## src/rtl/fetch_pkg.sv

```systemverilog
// Shared types and constants for the instruction-fetch controller.
// The program start table lives here so decode and fetch agree on entry points.
package fetch_pkg;

  typedef enum logic [1:0] {
    IDLE = 2'd0,
    RUN  = 2'd1,
    HALT = 2'd2
  } state_t;

  localparam int unsigned PC_W_DEFAULT        = 10;
  localparam int unsigned NUM_PROGS_DEFAULT   = 3;
  localparam int unsigned STACK_DEPTH_DEFAULT = 4;

  localparam logic [31:0] PROG_START [NUM_PROGS_DEFAULT] = '{32'd0, 32'd128, 32'd256};

  // Out-of-table indices map to address 0 so oversized NUM_PROGS stays defined.
  function automatic logic [31:0] prog_start_addr(input int unsigned idx);
    logic [31:0] addr;
    addr = '0;
    for (int unsigned i = 0; i < NUM_PROGS_DEFAULT; i++) begin
      if (i == idx) addr = PROG_START[i];
    end
    return addr;
  endfunction

  function automatic int unsigned idx_width(input int unsigned n);
    return (n > 1) ? $clog2(n) : 1;
  endfunction

endpackage

```

## src/rtl/fetch_unit_if.sv

```systemverilog
// Control/status bundle between decode (master) and the fetch unit (slave).
// Decode drives the strobes and branch target; fetch returns the ROM address and status.
interface fetch_unit_if
  import fetch_pkg::*;
#(
  parameter int unsigned PC_W  = PC_W_DEFAULT,
  parameter int unsigned IDX_W = idx_width(NUM_PROGS_DEFAULT)
) ();

  logic             Start;
  logic             Halt;
  logic             BranchRel;
  logic             BranchAbs;
  logic             Call;
  logic             Ret;
  logic             ALU_flag;
  logic [PC_W-1:0]  Target;

  logic [PC_W-1:0]  ProgCtr;
  logic [IDX_W-1:0] ProgIdx;
  logic             Running;
  logic             Done;
  logic             StackErr;

  modport master (
    output Start, Halt, BranchRel, BranchAbs, Call, Ret, ALU_flag, Target,
    input  ProgCtr, ProgIdx, Running, Done, StackErr
  );

  modport slave (
    input  Start, Halt, BranchRel, BranchAbs, Call, Ret, ALU_flag, Target,
    output ProgCtr, ProgIdx, Running, Done, StackErr
  );

endinterface

```

## src/rtl/return_stack.sv

```systemverilog
// Small LIFO for call return addresses. Overflowing pushes and underflowing
// pops are dropped here; the caller decides what an error means.
module return_stack #(
  parameter int unsigned WIDTH = 10,
  parameter int unsigned DEPTH = 4,
  localparam int unsigned PTR_W = (DEPTH > 1) ? $clog2(DEPTH) : 1,
  localparam int unsigned CNT_W = PTR_W + 1
) (
  input  logic             clk,
  input  logic             rst,
  input  logic             push,
  input  logic             pop,
  input  logic             clear,
  input  logic [WIDTH-1:0] wdata,
  output logic [WIDTH-1:0] rdata,
  output logic             full,
  output logic             empty
);

  logic [WIDTH-1:0] mem_q [DEPTH];
  logic [CNT_W-1:0] cnt_q;
  logic [PTR_W-1:0] wr_idx;
  logic [PTR_W-1:0] top_idx;
  logic             do_push;
  logic             do_pop;

  assign full    = (cnt_q == CNT_W'(DEPTH));
  assign empty   = (cnt_q == '0);
  assign do_push = push && !full && !clear;
  assign do_pop  = pop && !empty && !clear;
  assign wr_idx  = cnt_q[PTR_W-1:0];
  assign top_idx = cnt_q[PTR_W-1:0] - 1'b1;
  assign rdata   = mem_q[top_idx];

  always_ff @(posedge clk or posedge rst) begin
    if (rst) begin
      cnt_q <= '0;
    end else if (clear) begin
      cnt_q <= '0;
    end else if (do_push) begin
      cnt_q <= cnt_q + 1'b1;
    end else if (do_pop) begin
      cnt_q <= cnt_q - 1'b1;
    end
  end

  // Contents need no reset: the count alone defines what is valid.
  always_ff @(posedge clk) begin
    if (do_push) mem_q[wr_idx] <= wdata;
  end

endmodule

```

## src/rtl/fetch_unit.sv

```systemverilog
// Instruction-fetch controller: program counter, start-table sequencing,
// conditional branches, call/return stack and run/halt sequencing.
module fetch_unit
  import fetch_pkg::*;
#(
  parameter int unsigned PC_W        = PC_W_DEFAULT,
  parameter int unsigned NUM_PROGS   = NUM_PROGS_DEFAULT,
  parameter int unsigned STACK_DEPTH = STACK_DEPTH_DEFAULT,
  localparam int unsigned IDX_W      = idx_width(NUM_PROGS)
) (
  input logic         Clk,
  input logic         Reset,
  fetch_unit_if.slave bus
);

  state_t           state_q, state_d;
  logic [PC_W-1:0]  pc_q, pc_d;
  logic [IDX_W-1:0] idx_q, idx_d;
  logic [IDX_W-1:0] ptr_q, ptr_d;
  logic             err_q, err_d;

  logic             stk_push;
  logic             stk_pop;
  logic             stk_clear;
  logic             stk_full;
  logic             stk_empty;
  logic [PC_W-1:0]  stk_rdata;
  logic [PC_W-1:0]  ret_addr;
  logic [PC_W-1:0]  start_pc;
  logic             branch_taken;

  assign ret_addr     = pc_q + 1'b1;
  assign start_pc     = PC_W'(prog_start_addr(32'(ptr_q)));
  assign branch_taken = bus.ALU_flag;

  return_stack #(
    .WIDTH (PC_W),
    .DEPTH (STACK_DEPTH)
  ) u_return_stack (
    .clk   (Clk),
    .rst   (Reset),
    .push  (stk_push),
    .pop   (stk_pop),
    .clear (stk_clear),
    .wdata (ret_addr),
    .rdata (stk_rdata),
    .full  (stk_full),
    .empty (stk_empty)
  );

  always_comb begin
    state_d   = state_q;
    pc_d      = pc_q;
    idx_d     = idx_q;
    ptr_d     = ptr_q;
    err_d     = err_q;
    stk_push  = 1'b0;
    stk_pop   = 1'b0;
    stk_clear = 1'b0;

    if (bus.Start) begin
      // Start overrides everything, including Halt in the same cycle.
      pc_d      = start_pc;
      idx_d     = ptr_q;
      ptr_d     = (ptr_q == IDX_W'(NUM_PROGS - 1)) ? '0 : ptr_q + 1'b1;
      stk_clear = 1'b1;
      err_d     = 1'b0;
      state_d   = RUN;
    end else if (state_q == RUN) begin
      if (bus.Halt) begin
        state_d = HALT;
      end else if (bus.Ret) begin
        if (!stk_empty) begin
          stk_pop = 1'b1;
          pc_d    = stk_rdata;
        end else begin
          err_d   = 1'b1;
          state_d = HALT;
        end
      end else if (bus.Call) begin
        if (!stk_full) begin
          stk_push = 1'b1;
          pc_d     = bus.Target;
        end else begin
          err_d   = 1'b1;
          state_d = HALT;
        end
      end else if (bus.BranchAbs && branch_taken) begin
        pc_d = bus.Target;
      end else if (bus.BranchRel && branch_taken) begin
        // Two's-complement add wraps modulo 2^PC_W, giving signed offsets for free.
        pc_d = pc_q + bus.Target;
      end else begin
        pc_d = pc_q + 1'b1;
      end
    end
  end

  always_ff @(posedge Clk or posedge Reset) begin
    if (Reset) begin
      state_q <= IDLE;
      pc_q    <= '0;
      idx_q   <= '0;
      ptr_q   <= '0;
      err_q   <= 1'b0;
    end else begin
      state_q <= state_d;
      pc_q    <= pc_d;
      idx_q   <= idx_d;
      ptr_q   <= ptr_d;
      err_q   <= err_d;
    end
  end

  assign bus.ProgCtr  = pc_q;
  assign bus.ProgIdx  = idx_q;
  assign bus.Running  = (state_q == RUN);
  assign bus.Done     = (state_q == HALT);
  assign bus.StackErr = err_q;

endmodule

```

## src/flat_wrapper.sv

```systemverilog
// flat-port wrapper written by rule: the top's interface ports become plain ports
module fetch_unit_flat import fetch_pkg::*;
#(
  parameter int unsigned PC_W        = PC_W_DEFAULT,
  parameter int unsigned NUM_PROGS   = NUM_PROGS_DEFAULT,
  parameter int unsigned STACK_DEPTH = STACK_DEPTH_DEFAULT,
  localparam int unsigned IDX_W      = idx_width(NUM_PROGS)
)
  (Clk, Reset, bus_Start, bus_Halt, bus_BranchRel, bus_BranchAbs, bus_Call, bus_Ret, bus_ALU_flag, bus_Target, bus_ProgCtr, bus_ProgIdx, bus_Running, bus_Done, bus_StackErr);
  fetch_unit_if #(.PC_W(PC_W), .IDX_W(2)) bus_i ();
  input logic Clk;
  input logic Reset;
  input wire logic [$bits(bus_i.Start)-1:0] bus_Start;
  input wire logic [$bits(bus_i.Halt)-1:0] bus_Halt;
  input wire logic [$bits(bus_i.BranchRel)-1:0] bus_BranchRel;
  input wire logic [$bits(bus_i.BranchAbs)-1:0] bus_BranchAbs;
  input wire logic [$bits(bus_i.Call)-1:0] bus_Call;
  input wire logic [$bits(bus_i.Ret)-1:0] bus_Ret;
  input wire logic [$bits(bus_i.ALU_flag)-1:0] bus_ALU_flag;
  input wire logic [$bits(bus_i.Target)-1:0] bus_Target;
  output wire logic [$bits(bus_i.ProgCtr)-1:0] bus_ProgCtr;
  output wire logic [$bits(bus_i.ProgIdx)-1:0] bus_ProgIdx;
  output wire logic [$bits(bus_i.Running)-1:0] bus_Running;
  output wire logic [$bits(bus_i.Done)-1:0] bus_Done;
  output wire logic [$bits(bus_i.StackErr)-1:0] bus_StackErr;
  assign bus_i.Start = bus_Start;
  assign bus_i.Halt = bus_Halt;
  assign bus_i.BranchRel = bus_BranchRel;
  assign bus_i.BranchAbs = bus_BranchAbs;
  assign bus_i.Call = bus_Call;
  assign bus_i.Ret = bus_Ret;
  assign bus_i.ALU_flag = bus_ALU_flag;
  assign bus_i.Target = bus_Target;
  assign bus_ProgCtr = bus_i.ProgCtr;
  assign bus_ProgIdx = bus_i.ProgIdx;
  assign bus_Running = bus_i.Running;
  assign bus_Done = bus_i.Done;
  assign bus_StackErr = bus_i.StackErr;
  fetch_unit #(.PC_W(PC_W), .NUM_PROGS(NUM_PROGS), .STACK_DEPTH(STACK_DEPTH)) u_core (.Clk(Clk), .Reset(Reset), .bus(bus_i));
endmodule
```

## config.mk

```make
export PLATFORM = sky130hd
export DESIGN_NAME = fetch_unit_flat
export DESIGN_NICKNAME = d
export VERILOG_FILES = /design/src/rtl/fetch_pkg.sv /design/src/rtl/fetch_unit_if.sv /design/src/rtl/return_stack.sv /design/src/rtl/fetch_unit.sv /design/src/flat_wrapper.sv
export SDC_FILE = /design/constraint.sdc
export NUM_CORES = 1
export LEC_CHECK = 0
export CAP_MARGIN = 20
export CORE_ASPECT_RATIO = 2
export CORE_UTILIZATION = 57
export DETAILED_ROUTE_END_ITERATION = 12
export PLACE_DENSITY = 0.87
export SLEW_MARGIN = 20
export SYNTH_ARGS = -nofsm -noshare
export SYNTH_HDL_FRONTEND = slang
export SYNTH_SLANG_ARGS = --single-unit
```

## constraint.sdc

```tcl
create_clock -name Clk -period 2.9 [get_ports Clk]
set_input_delay 0.725 -clock Clk [delete_from_list [all_inputs] [get_ports Clk]]
set_output_delay 0.725 -clock Clk [all_outputs]
set_load 0.01 [all_outputs]
```

Word-level counts from Yosys, hierarchy flattened --
Memories as Yosys holds them, arrays and structs flattened. Index checks and enable logic that the tools add are counted.
Word-level totals: logic and storage cells 86, memory bits (writable) 40, flip-flop bits (word level) 20, output and inout bits 15, memories 1, input port bits 19
Memories:
- u_core.u_return_stack.mem_q | depth 4, bits a word 10, rd ports 1, clocked after memory_dff 0, write ports 1, line return_stack.sv:20 | logic [WIDTH-1:0] mem_q [DEPTH];
Cells by class: equal/unequal tests 11, mux-type cells 43, $add $sub $neg 6, reductions and logical operators 19
Operators with widths (count):
- $mux W10 | 9
- $mux W1 | 21
- $mux W2 | 8
- $add A10 B1 Y10 const B | 1
- $add A10 B10 Y10 | 1
- $mux W3 | 3
- $mux W9 | 1
- $reduce_bool A3 Y1 | 3
- $mux W8 | 1
- $reduce_and A4 Y1 | 2
- $reduce_bool A4 Y1 | 2
- $logic_and A1 B1 Y1 | 6
- $reduce_and A5 Y1 | 1
- $eq A2 B2 Y1 const B | 2
- $ne A4 B3 Y1 const B | 1
- $ne A4 B4 Y1 const B | 1
- $add A3 B1 Y3 const B | 1
- $eq A3 B3 Y1 const B | 1
- $logic_not A1 Y1 | 3
- $logic_not A3 Y1 | 1
- $ne A3 B2 Y1 const B | 1
- $ne A3 B3 Y1 const B | 1
- $sub A3 B1 Y3 const B | 1
- $add A2 B1 Y2 const B | 1
- other kinds (6) | 6

Longest topological paths before layout --
depth in word-level cells 11, gate-level depth with buffers 10, gate-level depth less buffers 10

Cells and area by module --
A second synthesis with hierarchy kept.
Second synthesis, totals: cells, all modules 311, area, all modules 3537.1 sq um
By module, submodules not included:
- fetch_unit | instances 1, sequential area each 425.4 sq um, cells an instance 221, area an instance 1786.7 sq um
- return_stack | instances 1, sequential area each 1276.2 sq um, cells an instance 90, area an instance 1750.4 sq um

Least setup slack after synthesis --
No wires, ideal clock.
kind register -> register, start reg u_core.u_return_stack.cnt_q[0], end reg u_core.pc_q[6] (netlist: u_core.bus.ProgCtr[6]), library setup time 0.122 ns, data arrival time 2.414 ns, period minus slack after synthesis 2.536 ns, path slack 0.364 ns, path buffers 2, cell stages (with the launch flop) 10, data required time 2.778 ns, cell sequence dfrtp_1 -> buf_2 -> inv_1 -> ha_1 -> clkbuf_1 -> mux4_2 -> o21ai_1 -> nor3_2 -> a31o_1 -> a32o_1
Between the ends: word-level cells in the longest chain between the ends 7, elaborated cells between the ends (all ways) 12, classes of those cells add/sub (1); eq/ne (3); mux (5); reduce/logical (2); memory (1)
RTL lines:
- from (decl) | line return_stack.sv:21 | logic [CNT_W-1:0] cnt_q;
- from (signal assigned) | line return_stack.sv:41 | cnt_q <= cnt_q + 1'b1;
- from (signal assigned) | line return_stack.sv:43 | cnt_q <= cnt_q - 1'b1;
- $sub A2 B1 Y2 | line return_stack.sv:32 | assign top_idx = cnt_q[PTR_W-1:0] - 1'b1;
- $mem_v2 Z4 W10
- $mux W10 | line fetch_unit.sv:73 | if (!stk_empty) begin
- $mux W10 | line fetch_unit.sv:72 | end else if (bus.Ret) begin
- $mux W10 | line fetch_unit.sv:70 | if (bus.Halt) begin
- $mux W10 | line fetch_unit.sv:69 | end else if (state_q == RUN) begin
- $mux W10 | line fetch_unit.sv:61 | if (bus.Start) begin
- to (signal assigned) | line fetch_unit.sv:108 | pc_q <= pc_d;
- to (decl) | line fetch_unit.sv:17 | logic [PC_W-1:0] pc_q, pc_d;
Parallel ways exist; a longest one is shown, timed or not. The select of a mux whose other input is x is not followed. A chain may end at the register's enable or synchronous reset.

Worst setup path in the final report --
start in bus_Target[0], end reg u_core.pc_q[6] (netlist: u_core.bus.ProgCtr[6])
Between the ends: word-level cells in the longest chain between the ends 8
RTL lines:
- from (decl) | line flat_wrapper.sv:20 | input wire logic [$bits(bus_i.Target)-1:0] bus_Target;
- $add A10 B10 Y10 | line fetch_unit.sv:92 | pc_d = pc_q + bus.Target;
- $mux W10 | line fetch_unit.sv:90 | end else if (bus.BranchRel && branch_taken) begin
- $mux W10 | line fetch_unit.sv:88 | end else if (bus.BranchAbs && branch_taken) begin
- $mux W10 | line fetch_unit.sv:80 | end else if (bus.Call) begin
- $mux W10 | line fetch_unit.sv:72
- $mux W10 | line fetch_unit.sv:70
- $mux W10 | line fetch_unit.sv:69
- $mux W10 | line fetch_unit.sv:61
No other way between the ends. The select of a mux whose other input is x is not followed.

==> metrics.csv <==
metric;value;unit
p_switching;0.9643;mW
cpPeakStageDelay;0.48;ns
setup_violations;0;
p_clk_frac;0.265;
combPwrFrac;0.333;
grt_pass1_vias;2475;
yosysSeqAreaShare;0.5150;
crit_chain;clkdlybuf4s50_1 > ha_1 > inv_1 > fa_1 > nor2b_2 > o211ai_1 > a21boi_1 > nor2_1 > xor2_1 > nand3_1 > a32o_1;
grt_first_pass_wirelength;11680;um
hold_ws;0.5110;ns
io_buffer_count;33;
cts_max_path_buffers;2;
critical-path-top-delay-family;compound AO/OA/AOI/OAI gates;
final_hold_viol_count;0;
peakVddDrop;0.0005517;V
antenna_found_initial;0;
drc;0;
cts_tree;done;
final.setup.tns;0;ns
core-area;0.005515;mm^2
syn-cell-area;0.003304;mm^2
internal-power;1.919;mW
die_h;109.7;um
via_per_inst;6.171;
cts_root_buffer;clkbuf_8;
multiInputGateArea;0.001494;mm^2
dp_hpwl;5291;um
relSlewSlack;0.4244;
htreeDepth;3;
start_kind;primary input;
post-place-cells;375;
overflow;0;
grt_start_max_net_pins;21;
hold_class;flop to flop;
ys_seq_elements;60;
critPathCaptureType;flop;
area_growth;19.61;%
cts_buffers;9;
power;2.884;mW
yosys_warnings;0;
finClkSkew;0.01152;ns
drtIter0Drc;138;
sw_frac_of_total;0.3344;
drv_slew;0;
power_frac_seq;0.402;
seq_area;0.001702;mm^2
clk_pin_slew;0.07;ns
max_cap_viol_count;0;
drt-total-wl;7241;um
ant_nets;0;
die_w;55.84;um
insertion_delay;0.34;ns
syn_inst;279;
cp.buffers_inverters;2;
antennaDiodeCount;0;
cts_num_sinks;60;
io_pins;34;
cts_hold_buf;0;
avgSynthCellArea;11.84;um^2
path_max_fanout;3;
track_usage;0.2595;
instances_no_fill;391;
drive_gt1_frac;0.1480;
required;3.13;ns
gp_congestion;0.9810;
powerDensity;729.5;mW/mm^2
synth_nets;314;
status;completed;
die-area;0.006124;mm^2
rsz0062_at_grt;no;
synthFlopType;edfxtp_1;
crit_path_top_delay_cell;clkdlybuf4s50_1;
layout_common_cells;edfxtp_1, clkdlybuf4s50_1, nand2_1;
synth_edf_count;40;
arrival;2.89;ns
crit_type;primary input to flop;
placementRows;38;
fill_cells;389;
vias;2413;
post-cts-setup-buffer-count;0;
max_freq;0.3761;GHz
wl_per_cell;18.52;um
layout_commonest_cell;edfxtp_1;
synthArstFlopShare;0.3333;
finalCritPeriodShare;0.9169;
tightest_slew;0.8625;ns
cts_resized;0;
min_period;2.659;ns
synth.distinct_cells;52;
layout.nets;361;
dr.pass1.iters;4;
start_util;0.5991;
p_leak;1.529;nW
[path summary, 6_finish.rpt]
kind / from / to / slack, ns / cells past startpoint
max: bus_Target[0] / u_core.bus.ProgCtr[6]$_DFFE_PP0P_ / 0.24 / 11
min: u_core.bus.StackErr$_DFFE_PP0P_ / u_core.bus.StackErr$_DFFE_PP0P_ / 0.51 / 2
max reg2reg: u_core.bus.ProgCtr[0]$_DFFE_PP0P_ / u_core.bus.ProgCtr[8]$_DFFE_PP0P_ / 0.57 / 10
min reg2reg: u_core.bus.StackErr$_DFFE_PP0P_ / u_core.bus.StackErr$_DFFE_PP0P_ / 0.51 / 2
max in group asynchronous: Reset / u_core.bus.ProgCtr[6]$_DFFE_PP0P_ / 1.51 / 2
min in group asynchronous: Reset / u_core.bus.ProgCtr[4]$_DFFE_PP0P_ / 0.86 / 2
[final cells by class]
type,count,share of cell area
clock buffers,9,0.03134
clock inverters,7,0.02058
inverters,13,0.01235
multi-input cells,196,0.3780
flip-flops and latches,60,0.4305
well taps,60,0.01899
repair buffers,46,0.1083
[tightest hold or removal path, delay by kind of cell (launching register included)]
kind	cells	cell delay (ns)
compound gates	1	0.04
flops	1	0.35
simple gates	1	0.08
[Yosys cell counts (3+ instances only)]
cell type	instances	area (um^2)
inv_1	13	48.80
o21ai_1	8	40.04
xnor2_1	10	87.58
nor2_1	21	78.83
dfrtp_1	20	500.5
nand2_1	23	86.33
o21ai_0	10	50.05
nand2b_1	4	25.02
ha_1	14	175.2
xor2_1	7	61.31
mux4_2	10	225.2
nor2b_1	3	18.77
a311oi_1	3	26.28
o211ai_1	3	22.52
a221oi_1	3	26.28
and2_1	5	31.28
a21oi_1	16	80.08
o22ai_1	3	18.77
edfxtp_1	40	1201
buf_6	3	33.78
nand3_1	9	45.04
nor3_1	3	15.01
clkbuf_1	5	18.77
and3_1	5	31.28
[routing by layer]
layer	GRT usage	vias to the layer above	wire, um
met2	0.4501	84	3847
met3	0.04824	24	292
met5	0	-	0
li1	-	1136	-
met4	0.1882	0	298
met1	0.2818	1169	2803
[registers in the layout (all words and copies together) (netlist names)]
register	count
u_core.state_q	2
u_core.u_return_stack.cnt_q	3
u_core.ptr_q	2
u_core.u_return_stack.mem_q	40
u_core.bus.ProgIdx	2
u_core.bus.ProgCtr	10
u_core.bus.StackErr	1
[cell families (layout without fill, tap and decap cells)]
logic type                 after synthesis  in the layout  share of synthesized area
and+or+nand+nor                         83             83                     0.1299
buffers and inverters                   23             75                    0.03370
muxes                                   14             14                    0.08103
DFF                                     60             60                     0.5150
AOI/OAI and AO/OA                       66             66                     0.1303
xor gates and xnor gates                17             17                    0.04506
adders and majority gates               16             16                    0.06513
[stage by stage]
| step | utilization | cell area, um^2 | setup slack (ns) |
|---|---|---|---|
| floorplan | - | 3304 | 0.3642 |
| finish | 0.7167 | 3953 | 0.2410 |
| global placement | 0.6790 | 3745 | -0.08346 |
| detailed placement | 0.6790 | 3745 | -0.1184 |
| global route | 0.7167 | 3953 | 0.02009 |
| CTS | 0.7162 | 3950 | 0.2359 |
[power groups by stage]
stage | combinational, mW | sequential (mW) | clock, mW
floorplan | 0.661 | 1.16 | 0
global placement | 0.930 | 1.17 | 0
detailed placement | 0.950 | 1.18 | 0
CTS | 0.958 | 1.16 | 0.785
global route | 1.06 | 1.18 | 0.821
finish | 0.961 | 1.16 | 0.763
Note: power is estimated with default switching activity, not from simulation.
